`config.mk`:
```
export PLATFORM = sky130hd
export DESIGN_NAME = rect_fill_engine
export DESIGN_NICKNAME = d
export VERILOG_FILES = /design/src/rtl/rect_fill_engine.sv
export SDC_FILE = /design/constraint.sdc
export NUM_CORES = 1
export LEC_CHECK = 0
export CORE_ASPECT_RATIO = 0.8
export CORE_UTILIZATION = 29
export DETAILED_ROUTE_END_ITERATION = 10
export PLACE_DENSITY = 0.53
export SYNTH_ARGS = -nofsm -noshare
export SYNTH_HDL_FRONTEND = slang
export SYNTH_SLANG_ARGS = --single-unit
```
`constraint.sdc`:
```
create_clock -name clk_i -period 5.55 [get_ports clk_i]
set_input_delay 0.555 -clock clk_i [delete_from_list [all_inputs] [get_ports clk_i]]
set_output_delay 0.555 -clock clk_i [all_outputs]
set_load 0.02 [all_outputs]
```
`src/rtl/rect_fill_engine.sv`:
```
// rect_fill_engine
//   Pixel-write generator for a 1280x1024 monochrome frame buffer. Accepts one
//   rectangle command (two corners plus a colour bit), sorts and clips it to the
//   visible area, then emits one buffer write per accepted cycle in row-major
//   order (x fastest).
//
// Ports
//   clk_i, rst_i          clock, synchronous active-high reset
//   start_i               command strobe, only honoured in IDLE
//   x0_i,y0_i,x1_i,y1_i   rectangle corners (any order)
//   color_i               fill colour
//   ready_i               downstream accepts the write when we_o=1 and ready_i=1
//   busy_o                command in progress (SETUP and FILL)
//   done_o                one-cycle completion pulse
//   we_o                  write valid
//   addr_x_o, addr_y_o    write address
//   color_o               write colour
module rect_fill_engine #(
    parameter int HD         = 1280,
    parameter int VD         = 1024,
    parameter int COORD_BITS = 11
) (
    input  logic                  clk_i,
    input  logic                  rst_i,
    input  logic                  start_i,
    input  logic [COORD_BITS-1:0] x0_i,
    input  logic [COORD_BITS-1:0] y0_i,
    input  logic [COORD_BITS-1:0] x1_i,
    input  logic [COORD_BITS-1:0] y1_i,
    input  logic                  color_i,
    input  logic                  ready_i,
    output logic                  busy_o,
    output logic                  done_o,
    output logic                  we_o,
    output logic [COORD_BITS-1:0] addr_x_o,
    output logic [COORD_BITS-1:0] addr_y_o,
    output logic                  color_o
);

    localparam logic [COORD_BITS-1:0] HD_C  = COORD_BITS'(HD);
    localparam logic [COORD_BITS-1:0] VD_C  = COORD_BITS'(VD);
    localparam logic [COORD_BITS-1:0] HD_M1 = COORD_BITS'(HD - 1);
    localparam logic [COORD_BITS-1:0] VD_M1 = COORD_BITS'(VD - 1);
    localparam logic [COORD_BITS-1:0] ONE   = COORD_BITS'(1);

    typedef enum logic [1:0] {
        S_IDLE  = 2'd0,
        S_SETUP = 2'd1,
        S_FILL  = 2'd2,
        S_DONE  = 2'd3
    } state_t;

    state_t state_q, state_d;

    // Latched command
    logic [COORD_BITS-1:0] x0_q, x0_d, y0_q, y0_d, x1_q, x1_d, y1_q, y1_d;
    logic                  color_q, color_d;
    // Sorted and clipped bounds used during FILL
    logic [COORD_BITS-1:0] xl_q, xl_d, xr_q, xr_d, yb_q, yb_d;
    // Scan counters
    logic [COORD_BITS-1:0] x_q, x_d, y_q, y_d;

    // Corner sorting and clipping, evaluated from the latched command in SETUP
    logic [COORD_BITS-1:0] xl_s, xr_raw, xr_s, yt_s, yb_raw, yb_s;
    logic                  off_s;

    always_comb begin
        xl_s   = (x0_q < x1_q) ? x0_q : x1_q;
        xr_raw = (x0_q < x1_q) ? x1_q : x0_q;
        yt_s   = (y0_q < y1_q) ? y0_q : y1_q;
        yb_raw = (y0_q < y1_q) ? y1_q : y0_q;
        xr_s   = (xr_raw > HD_M1) ? HD_M1 : xr_raw;
        yb_s   = (yb_raw > VD_M1) ? VD_M1 : yb_raw;
        // Once xl is on-screen the clipped xr can never fall below it, so only
        // the near corner decides whether anything is visible.
        off_s  = (xl_s >= HD_C) || (yt_s >= VD_C);
    end

    always_comb begin
        state_d = state_q;
        x0_d    = x0_q;
        y0_d    = y0_q;
        x1_d    = x1_q;
        y1_d    = y1_q;
        color_d = color_q;
        xl_d    = xl_q;
        xr_d    = xr_q;
        yb_d    = yb_q;
        x_d     = x_q;
        y_d     = y_q;

        case (state_q)
            S_IDLE: begin
                if (start_i) begin
                    x0_d    = x0_i;
                    y0_d    = y0_i;
                    x1_d    = x1_i;
                    y1_d    = y1_i;
                    color_d = color_i;
                    state_d = S_SETUP;
                end
            end
            S_SETUP: begin
                if (off_s) begin
                    state_d = S_DONE;
                end else begin
                    xl_d    = xl_s;
                    xr_d    = xr_s;
                    yb_d    = yb_s;
                    x_d     = xl_s;
                    y_d     = yt_s;
                    state_d = S_FILL;
                end
            end
            S_FILL: begin
                if (ready_i) begin
                    // The last pixel leaves the counters parked on (xr, yb)
                    // so they never step past the clipped bounds.
                    if ((x_q == xr_q) && (y_q == yb_q)) begin
                        state_d = S_DONE;
                    end else if (x_q < xr_q) begin
                        x_d = x_q + ONE;
                    end else begin
                        x_d = xl_q;
                        y_d = y_q + ONE;
                    end
                end
            end
            S_DONE: begin
                state_d = S_IDLE;
            end
            default: begin
                state_d = S_IDLE;
            end
        endcase
    end

    always_ff @(posedge clk_i) begin
        if (rst_i) begin
            state_q <= S_IDLE;
            x0_q    <= '0;
            y0_q    <= '0;
            x1_q    <= '0;
            y1_q    <= '0;
            color_q <= 1'b0;
            xl_q    <= '0;
            xr_q    <= '0;
            yb_q    <= '0;
            x_q     <= '0;
            y_q     <= '0;
        end else begin
            state_q <= state_d;
            x0_q    <= x0_d;
            y0_q    <= y0_d;
            x1_q    <= x1_d;
            y1_q    <= y1_d;
            color_q <= color_d;
            xl_q    <= xl_d;
            xr_q    <= xr_d;
            yb_q    <= yb_d;
            x_q     <= x_d;
            y_q     <= y_d;
        end
    end

    assign we_o     = (state_q == S_FILL);
    assign busy_o   = (state_q == S_SETUP) || (state_q == S_FILL);
    assign done_o   = (state_q == S_DONE);
    assign addr_x_o = x_q;
    assign addr_y_o = y_q;
    assign color_o  = color_q;

endmodule
```
**After elaboration in Yosys (flattened, before gate mapping)**

Cells that the tools add are included.

- Bits in registers: 102
- Latch bits: 0
- RAM bits: 0
- Memory bits (read-only): 0
- Output and inout bits: 26
- Logic and storage cells: 63
- Memories: 0

- Add/sub/neg operators: 2
- Multipliers: 0
- Divide/modulo/power cells: 0
- Magnitude comparators: 7
- Eq/ne operators: 11
- Shift-type cells: 0
- Multiplexer cells: 21
- Bitwise gates (word level): 1
- Reduce and logical (&&, ||, !) cells: 10

Operators by type and width:

| cell | count |
|---|---|
| 11-bit two-way mux | 14 |
| 11-bit one-hot mux with 2 select lines | 2 |
| 11-bit < comparator | 3 |
| 11-bit by 1-bit adder with 11-bit output, second input constant | 2 |
| 11-bit == test | 2 |
| 11-bit greater-or-equal comparator, second input constant | 2 |
| 11-bit by 10-bit > comparator with 1-bit output, second input constant | 1 |
| 11-bit > comparator, second input constant | 1 |
| 2-bit inequality test, second input constant | 5 |
| 2-bit one-hot mux with 4 select lines | 1 |
| 2-bit two-way mux | 3 |
| 5-bit AND reduction | 1 |
| 2-bit == test, second input constant | 2 |
| 2-bit AND reduction | 2 |
| 4-bit AND reduction | 1 |
| 3-bit AND reduction | 1 |
| 2-bit by 1-bit == test with 1-bit output, second input constant | 1 |
| 2-bit logical NOT | 1 |
| 1-bit logical OR | 2 |
| 2-bit by 1-bit inequality test with 1-bit output, second input constant | 1 |
| 2-bit nonzero test | 1 |
| 1-bit logical AND | 1 |
| 1-bit two-way mux | 1 |
| 1-bit NOT | 1 |

**Logic depth before layout (Yosys ltp)**

Gate-level depths: netlist (run 1).

- Depth after elaboration: 6
- Mapped depth: 12

**Worst setup path before layout (run 1)**

OpenSTA, ideal clock, no wires.

- Path type: flip-flop to flip-flop
- Start point: register y1_q[10]
- End point: register x_q[0], in the netlist addr_x_o[0]
- Library setup time: 0.070 ns
- Data arrival time: 2.297 ns
- Data required time: 5.480 ns
- Setup slack: 3.183 ns
- Cell stages (with the launch flop): 12
- Period minus slack after synthesis: 2.367 ns
- Cells stage by stage: dfxtp_1 > inv_1 > ha_1 > a21oi_1 > o21ai_0 > a31oi_1 > buf_4 > a21oi_4 > o41a_1 > buf_6 > a2111o_1 > a21oi_1

- Cells in the longest elaborated chain, start to end: 6

Ends and longest elaborated chain:

| what | line | RTL |
|---|---|---|
| start: declaration | 56 | `logic [COORD_BITS-1:0] x0_q, x0_d, y0_q, y0_d, x1_q, x1_d, y1_q, y1_d;` |
| start signal: assignment | 156 | `y1_q <= y1_d;` |
| 11-bit < comparator | 70 | `yt_s = (y0_q < y1_q) ? y0_q : y1_q;` |
| 11-bit two-way mux * | 70 |  |
| 11-bit greater-or-equal comparator * | 76 | `off_s = (xl_s >= HD_C) \|\| (yt_s >= VD_C);` |
| 1-bit logical OR * | 76 |  |
| 2-bit inequality test (no source line) * | n/a |  |
| 4-bit AND reduction (no source line) * | n/a |  |
| end signal: assignment | 149 | `x_q <= '0;` |
| end signal: assignment | 161 | `x_q <= x_d;` |
| end: declaration | 61 | `logic [COORD_BITS-1:0] x_q, x_d, y_q, y_d;` |

Every way passes the cells marked *; elsewhere a longest branch is shown, timed or not.
A chain may end at the register's enable or synchronous reset.

**Worst setup path after layout (run 1)**

- Start point: register y1_q[10]
- End point: register yb_q[7]

- Cells in the longest elaborated chain, start to end: 6
- Elaborated cells on any way between the ends: 9
- Classes of those cells: 3 x order compare; 3 x mux; 1 x bitwise; 2 x reduce/logical

Ends and longest elaborated chain:

| what | line | RTL |
|---|---|---|
| 11-bit < comparator | 70, 71 |  |
| 11-bit two-way mux | 70 |  |
| 11-bit greater-or-equal comparator | 76 |  |
| 1-bit logical OR | 76 |  |
| 1-bit NOT (no source line) | n/a |  |
| 2-bit AND reduction (no source line) | n/a |  |
| end signal: assignment | 160 | `yb_q <= yb_d;` |
| end: declaration | 59 | `logic [COORD_BITS-1:0] xl_q, xl_d, xr_q, xr_d, yb_q, yb_d;` |

Several ways; a longest one is shown, not always the timed one.

==> results of run 1 <==
-- layer usage --
| layer | up-vias | track usage [%] |
|---|---|---|
| met5 | - | 0 |
| met4 | 0 | 3.33 |
| met3 | 9 | 4.04 |
| met2 | 194 | 21.0 |
| met1 | 2548 | 28.8 |
| li1 | 2762 | - |
-- final cells by class --
cell class              instances  area [sq um]  area share, %
inverters                      38           143           1.98
repair buffers                 84           811           11.3
clock buffers                  11           243           3.38
clock inverters                 5          65.1          0.905
flip-flops and latches        102          2040           28.4
well taps                     264           330           4.59
multi-input cells             544          3560           49.5
-- flip-flops by register name, summed over array words and instances (netlist names) --
register / cells
addr_x_o: 11
addr_y_o: 11
x0_q: 11
x1_q: 11
xl_q: 11
xr_q: 11
y0_q: 11
y1_q: 11
yb_q: 11
state_q: 2
color_o: 1
-- power by group through the flow --
stage	clock, uW	sequential [uW]	combinational (uW)
after floorplan	0	1140	1620
after global placement	0	1180	2230
after detailed placement	0	1180	2220
after CTS	686	1170	2230
after global routing	707	1200	2480
final	668	1170	2250
-- path summary, 6_finish.rpt --
path                 start  endpoint  slack [ns]
setup / recovery  y1_q[10]   yb_q[7]        1.92
hold / removal     color_o   color_o        0.46
setup reg to reg  y1_q[10]   yb_q[7]        1.92
hold reg to reg    color_o   color_o        0.46
-- stage by stage --
step | instances | instance area (sq um) | utilization, % | setup WS [ns] | power [uW]
after floorplan | 733 | 5950 | - | 3.18 | 2770
after global placement | 1032 | 6880 | 34.5 | 2.02 | 3410
after detailed placement | 1032 | 6880 | 34.5 | 1.98 | 3410
after CTS | 1048 | 7190 | 36.0 | 1.99 | 4090
after global routing | 1048 | 7190 | 36.0 | 1.60 | 4390
final | 1048 | 7190 | 36.0 | 1.92 | 4090
-- cells in the mapped netlist (all sizes together), types with 10 or more instances --
| master | n | area (sq um) |
|---|---|---|
| nor3 | 14 | 75.1 |
| xnor2 | 15 | 131 |
| inv | 37 | 139 |
| clkbuf | 36 | 139 |
| o21ai | 25 | 125 |
| dfxtp | 102 | 2040 |
| nor2 | 25 | 93.8 |
| ha | 38 | 475 |
| nand2 | 113 | 427 |
| a211oi | 22 | 165 |
| a311oi | 10 | 87.6 |
| mux2i | 24 | 240 |
| buf | 13 | 75.1 |
| a31oi | 13 | 87.6 |
| a221oi | 10 | 93.8 |
| a21oi | 111 | 571 |
| nand3 | 11 | 55.1 |
-- kinds of logic (layout without fill, tap and decap cells) --
logic type / after synthesis / in the layout
xor gates and xnor gates: 20 / 20
AOI/OAI and AO/OA: 249 / 249
buffers and inverters: 87 / 138
DFF: 102 / 102
and+or+nand+nor: 209 / 209
adders and majority gates: 38 / 38
muxes: 28 / 28
-- worst max-delay path, delay by kind of cell (launching register included) --
family / cells / cell delay [ns]
AND/OR/NAND/NOR: 2 / 0.90
flip-flops: 1 / 0.34
adder cells (fa/ha/maj): 1 / 0.30
buffers and inverters: 2 / 0.48
AO/OA/AOI/OAI: 5 / 1.53
==> flow_summary_export.csv, run 1 <==
group,metric,value,unit
yosys,yosys.area_share.simple,16.1,%
power,p_int,2200,uW
power,switching_power,1890,uW
timing,rsz0062_at_grt,"no",
clock_network,h-tree-depth,3,
clock_network,cts_tree,"done",
yosys,synthXorXnorAreaFrac,2.95,%
yosys,ys.flop_type,"dfxtp_1",
grt,grt.total_usage,17.2,%
finish,fillers,2128,
yosys,yosys-mux-area-fraction,4.80,%
clock_network,cts_setup_buffers,0,
drt,num_vias,5513,
yosys,synth-async-reset-ratio,0,%
yosys,synth_area,0.00595,sq mm
power,combPwrFrac,55.0,%
grt,grt_pass1_wl,28.0,mm
die,die_w,162,um
die,ios,75,
drt,wl,18.0,mm
clock_network,cts_root_buf,"clkbuf_16",
clock_network,clk_pin_slew_worst_paths,0.07,ns
yosys,synth-seq-cells,102,
drt,drt_iter0_drc,471,
finish,antenna_cells,0,
timing,fin_setup_tns,0,ns
drt,wl_met1,10.1,mm
yosys,synth_cell_types,71,
yosys,syn_avg_cell_area,8.11,sq um
clock_network,clockBufferDepth,2,
clock_network,cts_made_buffers,9,
die,die_area,0.0211,sq mm
yosys,synth_top_family_by_area,"compound AO/OA/AOI/OAI gates",
drt,wl_met2,6.42,mm
yosys,syn_inst,733,
grt,grt_max_degree,93,
critical_path,worstRegToRegCells,10,
critical_path,worstPathRequired,5.84,ns
place,port_buffers,74,
grt,antenna_found_initial,0,
critical_path,slowest_delay,0.79,ns
drt,drcViolationCount,0,
clock_network,clk_latency,0.35,ns
critical_path,worstPathCellList,"inv_1, ha_1, a21oi_1, o21ai_0, a31oi_1, a21oi_4, nor3_4, buf_4, and2_0, o221a_2",
min_path,min_path_type,"flop to flop",
die,dieHeight,130,um
timing,fmax,276,MHz
timing,fin_crit,3.63,ns
finish,nets,866,
clock_network,clock-sinks,102,
die,core_area,0.0200,sq mm
drt,drt-wirelength-per-cell,17.1,um
yosys,ys_seq_area_share,34.3,%
clock_network,cts_resized,0,
grt,grt.overflow.total,0,
die,rows,46,
yosys,synth-compound-area-share,27.8,%
yosys,yosys_warnings,0,
critical_path,crit_fanout,41,
job,maxCapViolCount,0,
timing,skew,0.00605,ns
timing,period_share,65.4,%
yosys,synth_nets,820,
power,irDropWorstVdd,0.208,mV
drt,wl_met3,1.30,mm
power,power_density,569,mW/mm^2
status,status,"completed",
timing,whs,0.456,ns
critical_path,cp.arrival,3.92,ns
finish,drive_above_1_share,5.74,%
grt,grt_pass1_vias,4885,
critical_path,crit_type,"flop to flop",
critical_path,end_kind,"flop",
finish,layout_common_cells,"nand2_1, a21oi_1, dfxtp_1",
critical_path,cp-start-kind,"flop",
drt,viasPerCell,5.26,
power,p_seq_share,28.6,%
yosys,synth_edf_count,0,
power,sw_frac_of_total,46.3,%
drt,highest_layer,"met4",
power,leakage,0.00270,uW
die,start_util,29.8,%
finish,mostFrequentLayoutCell,"nand2_1",
place,dp_hpwl,13.2,mm
drt,antenna_left,0,
critical_path,cpMaxStageDelayCell,"a31oi_1",
timing,setup_viol,0,
place,gp_congestion,0.854,
yosys,yosys.area_share.adder,7.99,%
timing,max_slew.worst_pin.slew,1.05,ns
clock_network,hold_buffers,0,
power,clkPwrFrac,16.3,%
min_path,min_path_cells,2,
timing,final_max_slew_viol_count,0,
timing,max_slew_margin,29.7,%
timing,hold_viol_final,0,
drt,first_pass_iters,5,
finish,area_delta_synth_final,20.9,%
No activity file was read; power rests on OpenSTA's default activity.
==> run 2, diff against run 1 <==
--- a/config.mk
+++ b/config.mk
@@ -8,7 +8,7 @@
 export CORE_ASPECT_RATIO = 0.8
 export CORE_UTILIZATION = 29
 export DETAILED_ROUTE_END_ITERATION = 10
-export PLACE_DENSITY = 0.53
+export PLACE_DENSITY = 0.55
 export SYNTH_ARGS = -nofsm -noshare
 export SYNTH_HDL_FRONTEND = slang
 export SYNTH_SLANG_ARGS = --single-unit
==> constraint.sdc (replaced) <==
create_clock -name clk_i -period 3.25 [get_ports clk_i]
set_input_delay 0.325 -clock clk_i [delete_from_list [all_inputs] [get_ports clk_i]]
set_output_delay 0.325 -clock clk_i [all_outputs]
set_load 0.02 [all_outputs]
==> run 2 against run 1 <==
Compared with the run above: register-to-register slack worse by 1.6 ns; maximum frequency up 26%; total power is 75% higher; sequential power is 68% higher; core utilization up 0.71 points; sequential cell count unchanged; clock-buffer cell count is 1 lower; via count increased by 0.56%; sequential share of layout area is 0.55 points lower; critical endpoint is now addr_x_o[8]; global-route usage is 0.60 points higher; setup slack worse by 1.6 ns; clock power rose by 68%; largest power group unchanged.
==> flow_summary_export.csv, run 2 (synthesis results as in run 1) <==
group,metric,value,unit
timing,fin_crit,2.89,ns
power,switching_power,3270,uW
grt,grt_pass1_wl,29.0,mm
critical_path,cp-start-kind,"flop",
timing,max_slew_margin,31.0,%
clock_network,cts_root_buf,"clkbuf_16",
timing,max_slew.worst_pin.slew,1.04,ns
die,dieHeight,130,um
grt,grt.overflow.total,0,
place,gp_congestion,0.824,
critical_path,endpoint,"addr_x_o[8]",
place,placed_cells,1050,
critical_path,end_kind,"flop",
timing,rsz0062_at_grt,"no",
finish,finalInstanceArea,0.00733,sq mm
power,leakage,0.00278,uW
drt,num_vias,5544,
critical_path,cp.arrival,3.19,ns
critical_path,worstRegToRegCells,9,
timing,period_share,88.9,%
finish,area_delta_synth_final,23.3,%
die,ios,75,
timing,fmax,346,MHz
finish,antenna_cells,0,
critical_path,ff2ff_setup_slack,0.36,ns
timing,setup_viol,0,
place,dp_hpwl,13.4,mm
die,die_w,162,um
clock_network,cts_tree,"done",
drt,antenna_left,0,
die,start_util,29.8,%
drt,drt_iter0_drc,427,
grt,antenna_found_initial,0,
min_path,holdCritStartpoint,"color_o",
die,core_area,0.0200,sq mm
finish,mostFrequentLayoutCell,"nand2_1",
timing,hold_viol_final,0,
drt,drcViolationCount,0,
job,maxCapViolCount,0,
clock_network,h-tree-depth,3,
clock_network,clk_pin_slew_worst_paths,0.07,ns
die,die_area,0.0211,sq mm
grt,grt_pass1_vias,5023,
power,p_int,3900,uW
critical_path,worstPathRequired,3.55,ns
power,total_power,7180,uW
critical_path,r2r_end,"addr_x_o[8]",
place,port_buffers,74,
clock_network,clock-sinks,102,
drt,wl,18.2,mm
critical_path,reg2reg_from,"y1_q[10]",
finish,nets,884,
power,irDropWorstVdd,0.334,mV
clock_network,clockBufferDepth,2,
critical_path,crit_fanout,11,
finish,finalNonFillerCells,1066,
timing,skew,0.00836,ns
power,combPwrFrac,57.0,%
timing,final_max_slew_viol_count,0,
power,p_seq_share,27.4,%
drt,first_pass_iters,6,
drt,viasPerCell,5.20,
clock_network,cts_resized,0,
finish,drive_above_1_share,7.86,%
power,clkPwrFrac,15.6,%
power,power_density,979,mW/mm^2
clock_network,cts_made_buffers,9,
critical_path,cp-startpoint,"y1_q[10]",
grt,grt_max_degree,93,
grt,grt.total_usage,17.8,%
min_path,min_path_type,"flop to flop",
power,sw_frac_of_total,45.6,%
clock_network,cts_setup_buffers,0,
drt,drt-wirelength-per-cell,17.1,um
status,status,"completed",
clock_network,clk_latency,0.36,ns
timing,whs,0.465,ns
timing,fin_setup_tns,0,ns
finish,layout_common_cells,"nand2_1, a21oi_1, dfxtp_1",
die,rows,46,
place,dpl_cell_area,0.00703,sq mm
clock_network,hold_buffers,0,
critical_path,crit_type,"flop to flop",
==> run 2: changes by cell type in the layout (fill, tap and decap cells not counted) <==
| cell | change |
|---|---|
| buf_12 | +1 |
| clkinvlp_4 | +1 |
| clkbuf_8 | -1 |
| inv_6 | -2 |
| buf_4 | +17 |
| clkinv_4 | +2 |
==> run 2: power groups by stage <==
stage | clock network [uW] | registers, uW | logic (uW)
finish | 1120 | 1970 | 4090
floorplan | 0 | 1950 | 2770
CTS | 1160 | 1960 | 4080
global placement | 0 | 1980 | 4050
global route | 1200 | 2020 | 4490
detailed placement | 0 | 1990 | 4060
==> run 2: layout make-up <==
cell class / instances / area (sq um)
Clock buffer: 10 / 229
Clock inverter: 6 / 72.6
Fill cell: 2098 / 12600
Inverter: 38 / 143
Multi-Input combinational cell: 544 / 3560
Sequential cell: 102 / 2040
Tap cell: 264 / 330
Timing Repair Buffer: 102 / 958
==> run 2: worst max-delay path: stages, from the launching register on <==
cell and delay, ns:
dfxtp_1 0.35, inv_1 0.11, ha_1 0.32, nand2_1 0.07, nor2_1 0.21, a31oi_1 0.20, and3_1 0.32, o41a_1 0.62
a2111oi_0 0.47, a31o_1 0.16
==> run 2: how the worst min path moves through the flow <==
stage	endpoint	cells after the start
2_1_floorplan	y1_q[9]	2
5_1_grt	y1_q[9]	2
3_5_place_dp	color_o	2
3_3_place_gp	y1_q[9]	2
6_report	color_o	2
4_1_cts	y1_q[9]	2
==> run 2: metrics by stage <==
| stage | setup slack [ns] | utilization [%] |
|---|---|---|
| after floorplan | 0.883 | - |
| after detailed placement | 0.453 | 35.2 |
| final | 0.360 | 36.7 |
| after CTS | 0.404 | 36.7 |
| after global placement | 0.447 | 35.2 |
| after global routing | 0.107 | 36.7 |
==> run 2: metal layers <==
| metal | part of all wire, % | global-route usage (%) |
|---|---|---|
| met2 | 35 | 22.0 |
| met3 | 7.4 | 4.55 |
| met1 | 56 | 29.1 |
| met5 | 0 | 0 |
| met4 | 0.90 | 4.33 |
